[src/rtl/calc_key_conditioner.sv]
// Key conditioner ahead of the calculator FSM: synchronise, debounce,
// encode, and emit one clean event per physical press.
module calc_key_conditioner #(
  parameter int DEBOUNCE_CYCLES = 4
) (
  input  logic       clock,
  input  logic       reset,
  input  logic [9:0] switch,
  input  logic       op_add,
  input  logic       op_sub,
  output logic       digit_valid,
  output logic [3:0] digit,
  output logic       add_pulse,
  output logic       sub_pulse,
  output logic       multi_key_err,
  output logic       key_busy
);

  localparam int CW =
    (DEBOUNCE_CYCLES > 1) ? $clog2(DEBOUNCE_CYCLES) : 1;
  localparam logic [CW-1:0] CNT_MAX = CW'(DEBOUNCE_CYCLES - 1);

  typedef enum logic [1:0] {
    IDLE,
    PRESSED,
    WAIT_RELEASE
  } state_t;

  logic [11:0]   raw;
  logic [11:0]   meta_q;
  logic [11:0]   sync_q;
  logic [11:0]   cand_q;
  logic [11:0]   stable_q;
  logic [CW-1:0] cnt_q;

  state_t        state_q;
  logic [11:0]   key_q;
  logic          one_hot;
  logic          multi;
  logic [3:0]    enc;

  assign raw = {op_sub, op_add, switch};

  // The whole vector must hold still before any of it is believed.
  always_ff @(posedge clock or posedge reset) begin
    if (reset) begin
      meta_q   <= '0;
      sync_q   <= '0;
      cand_q   <= '0;
      stable_q <= '0;
      cnt_q    <= '0;
    end else begin
      meta_q <= raw;
      sync_q <= meta_q;
      if (sync_q != cand_q) begin
        cand_q <= sync_q;
        cnt_q  <= '0;
      end else if (cnt_q != CNT_MAX) begin
        cnt_q <= cnt_q + 1'b1;
      end else begin
        stable_q <= cand_q;
      end
    end
  end

  assign one_hot = (stable_q != '0) &&
                   ((stable_q & (stable_q - 12'd1)) == '0);
  assign multi   = (stable_q != '0) && !one_hot;

  always_comb begin
    enc = '0;
    for (int i = 0; i < 10; i++) begin
      if (stable_q[i]) enc = 4'(i);
    end
  end

  always_ff @(posedge clock or posedge reset) begin
    if (reset) begin
      state_q       <= IDLE;
      key_q         <= '0;
      digit_valid   <= 1'b0;
      digit         <= '0;
      add_pulse     <= 1'b0;
      sub_pulse     <= 1'b0;
      multi_key_err <= 1'b0;
      key_busy      <= 1'b0;
    end else begin
      digit_valid   <= 1'b0;
      add_pulse     <= 1'b0;
      sub_pulse     <= 1'b0;
      multi_key_err <= 1'b0;
      unique case (state_q)
        IDLE: begin
          if (one_hot) begin
            state_q  <= PRESSED;
            key_q    <= stable_q;
            key_busy <= 1'b1;
            unique case (1'b1)
              stable_q[11]: sub_pulse <= 1'b1;
              stable_q[10]: add_pulse <= 1'b1;
              default: begin
                digit_valid <= 1'b1;
                digit       <= enc;
              end
            endcase
          end else if (multi) begin
            state_q       <= WAIT_RELEASE;
            multi_key_err <= 1'b1;
            key_busy      <= 1'b1;
          end
        end
        PRESSED: begin
          if (stable_q == '0) begin
            state_q  <= IDLE;
            key_busy <= 1'b0;
          end else if ((stable_q & ~key_q) != '0) begin
            state_q <= WAIT_RELEASE;
          end
        end
        WAIT_RELEASE: begin
          if (stable_q == '0) begin
            state_q  <= IDLE;
            key_busy <= 1'b0;
          end
        end
        default: begin
          state_q  <= IDLE;
          key_busy <= 1'b0;
        end
      endcase
    end
  end

endmodule

[config.mk]
export PLATFORM = sky130hd
export DESIGN_NAME = calc_key_conditioner
export DESIGN_NICKNAME = d
export VERILOG_FILES = /design/src/rtl/calc_key_conditioner.sv
export SDC_FILE = /design/constraint.sdc
export NUM_CORES = 1
export LEC_CHECK = 0
export BUFFER_PORTS_ARGS = -buffer_cell sky130_fd_sc_hd__clkbuf_2
export CAP_MARGIN = 20
export CORE_UTILIZATION = 62
export CTS_BUF_LIST = sky130_fd_sc_hd__clkbuf_16
export CTS_CLUSTER_DIAMETER = 30
export CTS_CLUSTER_SIZE = 30
export DETAILED_ROUTE_END_ITERATION = 8
export GPL_ROUTABILITY_DRIVEN = 0
export GPL_TIMING_DRIVEN = 0
export PLACE_DENSITY_LB_ADDON = 0.05
export SETUP_SLACK_MARGIN = 0.15
export SYNTH_ARGS = -nofsm -noshare
export SYNTH_HDL_FRONTEND = slang
export SYNTH_SLANG_ARGS = --single-unit
[constraint.sdc]
create_clock -name clock -period 3.9 [get_ports clock]
set_clock_uncertainty 0.1 [all_clocks]
set_input_delay 0.195 -clock clock [delete_from_list [all_inputs] [get_ports clock]]
set_output_delay 0.195 -clock clock [all_outputs]
set_load 0.005 [all_outputs]
## After elaboration in Yosys (flattened, before gate mapping)

Index checks and enable logic that the tools add are counted.
W data, S select, Z words.

- Logic and storage cells: 78
- Bits in registers: 73
- Output and inout bits: 9

- Reductions and logical operators: 16
- Multiplexer cells: 33
- Bitwise gates (word level): 6
- Equal/unequal tests: 8
- Add/sub/neg operators: 2

Operator list:

| cell | count |
|---|---|
| $mux W4 | 8 |
| $and A12 B12 Y12 | 2 |
| $logic_not A12 Y1 | 2 |
| $reduce_bool A12 Y1 | 2 |
| $mux W1 | 16 |
| $mux W2 | 7 |
| $ne A12 B12 Y1 | 1 |
| $not A12 Y12 | 1 |
| $sub A12 B1 Y12 const B | 1 |
| $ne A3 B3 Y1 const B | 2 |
| $pmux W2 S3 | 1 |
| $reduce_and A2 Y1 | 3 |
| $reduce_and A3 Y1 | 2 |
| $ne A2 B2 Y1 const B | 2 |
| $reduce_or A2 Y1 | 2 |
| $not A1 Y1 | 3 |
| $add A2 B1 Y2 const B | 1 |
| $eq A2 B1 Y1 const B | 1 |
| $eq A2 B2 Y1 const B | 1 |
| $logic_and A1 B1 Y1 | 2 |
| $logic_not A2 Y1 | 1 |
| $ne A2 B1 Y1 const B | 1 |
| $pmux W1 S2 | 1 |
| $reduce_bool A2 Y1 | 1 |
| $logic_not A1 Y1 | 1 |

## Longest topological paths before layout

- Word-level depth: 9
- Depth in mapped cells: 9
- Gate-level depth less buffers: 6

## Worst setup path after synthesis

Ideal clock, no wire load.

- Kind: reg2reg
- From: register stable_q[1]
- To: register digit[0]
- Clock period less this slack: 2372 ps
- Slack: 1528 ps
- Cell stages (with the launch flop): 7
- Setup time: 125 ps
- Data arrival time: 2147 ps
- Path through: dfrtp_1 or4_1 or4_1 o22ai_2 nand4_2 nor3_4 mux2_2

- Word-level cells in the longest chain between the ends: 9
- Elaborated cells between the ends (all ways): 15
- Those cells by class: add/sub: 1; mux: 9; bitwise: 1; reduce/logical: 4

Ends and longest elaborated chain:

| what | line | source |
|---|---|---|
| start, declared | 33 | `logic [11:0] stable_q;` |
| start signal, assigned | 61 | `stable_q <= cand_q;` |
| branches (longest 9 deep; another with $sub A12 B1 Y12) | n/a |  |
| end signal, assigned | 103 | `digit <= enc;` |
| end, declared | 12 | `output logic [3:0] digit,` |

Several ways; the timed one is not identified.
A chain may end at the register's enable or synchronous reset.

## Final worst setup path

- From: register stable_q[1]
- To: register digit[3]

- Word-level cells in the longest chain between the ends: 5
- Elaborated cells between the ends (all ways): 6
- Those cells by class: add/sub: 1; bitwise: 1; reduce/logical: 4

Ends and longest elaborated chain:

| what | line | source |
|---|---|---|
| $sub A12 B1 Y12 | 67 | `((stable_q & (stable_q - 12'd1)) == '0);` |
| $and A12 B12 Y12 | 67 |  |
| $logic_not A12 Y1 | 67 |  |
| $logic_and A1 B1 Y1 (*) | 66 | `assign one_hot = (stable_q != '0) &&` |
| $reduce_and A3 Y1 (no source line) (*) | n/a |  |

Every way passes the cells marked *; elsewhere a longest branch is shown, timed or not.

==> out/metrics.cfg <==
[floorplan]
rows=24
io_pins=23
die-area_um2=4780
start_util_pct=64.2
coreArea_um2=4350
die_y_um=69.2
dieWidth_um=69.2

[clocking]
postCtsHoldBufs=13
cts_max_level=3
post_cts_resized=0
post-cts-setup-buffer-count=0
cts_root_buf=clkbuf_16
path_clk_slew_ns=0.05
cts_num_sinks=73
clock_path_buffers=2
cts_tree=done
cts_buffers=9
insertion_delay_ns=0.32

[power]
pwr-share-seq_pct=52.2
pwr-share-clk_pct=44.5
p_int_uw=1210
leakage_uw=0.00168
netSwitchingFraction_pct=19.7
p_sw_uw=298
ir_worst_vdd_uv=395
power_density_nw_per_um2=446
pwr-share-comb_pct=3.3

[grt]
grt_usage_pct=23.1
grt_max_degree=28
grt_pass1_wl_mm=8.37
grt_antenna_before_repair=0
grt-ovfl-total=0
grt_pass1_vias=1807

[sta]
hold_ws_ns=0.244
min_period_ns=2.56
slew_headroom_pct=65.6
hold_viol_final=0
period_share_pct=65.6
setup_tns_ns=0
finalSetupViolations=0
max_freq_ghz=0.391
rsz0062_at_grt=false
slew_violations=0
worst_slew_pin_slew_ns=0.517

[worst_setup_path]
path_cells=or4_1 -> or4_1 -> o22ai_2 -> nand4_2 -> nor3_4 -> mux2_2
critical_path_buf_inv_count=0
crit_type=flip-flop to flip-flop
critPathCaptureType=flip-flop
critPathMaxFanout=5
slowest_stage=or4_1
startpoint_type=flip-flop
r2r_start=stable_q[1]$_DFFE_PP0P_
critPathArrivalTime_ns=2.66
reg2reg_to=digit[3]$_DFFE_PP0P_
path_delay_family=simple AND/OR/NAND/NOR gates
path_common_cell=or4_1
reg2regPathDepth=6
max_stage_delay_ns=0.55
rrSetupSlack_ns=1.34
crit_required_ns=4.01

[layout]
nets=279
fillers=250
final_common_cell=dfrtp_1
drive_above_1_share_pct=23.6
final_cell_mix=dfrtp_1 (73), clkbuf_2 (22), mux2_2 (21)
syn_to_final_growth_pct=21.3
antenna_cells=0
design_area_um2=3390
stdcell_count=315

[synthesis]
postSynthCellCount=213
synth_top_area_cell=dfrtp_1
synth_fp_nets=231
ys_seq_area_share_pct=65.3
synth_area_per_cell_um2=13.1
synth_top_area_share_pct=65.3
synthTopCellsByArea=dfrtp_1 (65%), mux2_2 (8.5%), xor2_1 (4.1%)
yosysUniqueCellTypes=36
yosys_register_bits=73
yosysWarningCount=0
synth_area_um2=2800

[detailed_routing]
vias_per_cell=5.51
wirelength_mm=4.62
dr.pass1.iters=4
drtAntennaViolNets=0
vias=1737
dr.first_iter.drc_count=92
routedWlPerCell_um=14.7
drc=0

[placed_design]
port-buffer-count=22
placedCellCount=289
dp_hpwl_mm=3.24
dpl_cell_area_um2=3020

[job]
maxCapViolCount=0

[min_path]
holdPathEnd=sync_q[3]$_DFF_PP0_
hold_start=meta_q[3]$_DFF_PP0_
min_path_cells=0
hp-class=flip-flop to flip-flop

[outcome]
status=complete, no violations

==> power groups by stage <==
stage          registers (uW)  clock network, uW  logic (uW)
6_report                  789                673        50.1
5_1_grt                   790                712        57.5
4_1_cts                   789                681        51.6
3_5_place_dp              801                  0        41.2
3_3_place_gp              800                  0        32.9
2_1_floorplan             798                  0        23.3
==> cells by family (layout without fill, tap and decap cells) <==
| family | after synthesis | in the layout | share of synthesized area [%] |
|---|---|---|---|
| buffers and inverters | 34 | 84 | 4.74 |
| adders and majority gates | 5 | 5 | 2.15 |
| AOI/OAI and AO/OA | 31 | 31 | 7.56 |
| and+or+nand+nor | 33 | 33 | 6.62 |
| muxes | 24 | 24 | 9.53 |
| xor gates and xnor gates | 13 | 13 | 4.07 |
| DFF | 73 | 73 | 65.3 |
==> synthesized netlist by cell type, drive strengths merged <==
master   number
dfrtp        73
mux2         21
inv          18
clkbuf       13
xor2         13
nor2          9
o22ai         7
a21oi         6
nand2         5
o21ai         5
ha            4
nor4          4
a21o          3
buf           3
mux2i         3
nand4         3
nor3          3
a211oi        2
nand3         2
o2111ai       2
o21bai        2
or3           2
or4           2
a2111o        1
a21boi        1
maj3          1
nand2b        1
nor2b         1
o22a          1
o31a          1
or2           1
==> state kept, by name (all words and copies together), names as in the netlist <==
name	flops
cand_q	12
key_q	12
meta_q	12
stable_q	12
sync_q	12
digit	4
cnt_q	2
state_q	2
add_pulse	1
digit_valid	1
key_busy	1
multi_key_err	1
sub_pulse	1
==> area by class of cell <==
type                            instances  area (um^2)  share of cell area (%)
Buffer                                 16         65.1                    1.92
Inverter                               18         67.6                    1.99
Tap cell                               52         65.1                    1.92
Clock buffer                            9          225                    6.64
Sequential cell                        73         1830                    53.9
Multi-Input combinational cell        106          837                    24.7
Clock inverter                          4         16.3                   0.480
Timing Repair Buffer                   37          288                    8.49
==> layer usage <==
layer	track usage, %	share of wire, %	vias up
met5	0	0	-
met3	4.82	3.8	10
li1	-	-	818
met1	28.1	42	862
met2	38.9	52	47
met4	12.0	2.3	0
==> how the worst max path moves through the flow <==
stage,from,endpoint,depth (start not counted)
after floorplan,stable_q[1]$_DFFE_PP0P_,digit[0]$_DFFE_PP0P_,6
after global placement,reset,digit[2]$_DFFE_PP0P_,2
after detailed placement,stable_q[1]$_DFFE_PP0P_,digit[1]$_DFFE_PP0P_,6
after CTS,stable_q[1]$_DFFE_PP0P_,digit[1]$_DFFE_PP0P_,6
after global routing,stable_q[1]$_DFFE_PP0P_,digit[3]$_DFFE_PP0P_,6
final,stable_q[1]$_DFFE_PP0P_,digit[3]$_DFFE_PP0P_,6
==> stage by stage <==
stage | utilization, % | setup slack (ns) | power (uW)
2_1_floorplan | - | 1.53 | 821
3_3_place_gp | 68.2 | 1.15 | 832
3_5_place_dp | 69.3 | 1.36 | 843
4_1_cts | 77.9 | 1.35 | 1520
5_1_grt | 77.9 | 1.25 | 1560
6_report | 77.9 | 1.34 | 1510
==> worst reg2reg max path, stage by stage, from the launching register on <==
cell	delay, ns
dfrtp_1	0.42
or4_1	0.55
or4_1	0.43
o22ai_2	0.14
nand4_2	0.16
nor3_4	0.26
mux2_2	0.37
Power figures use the tool's default switching activity.
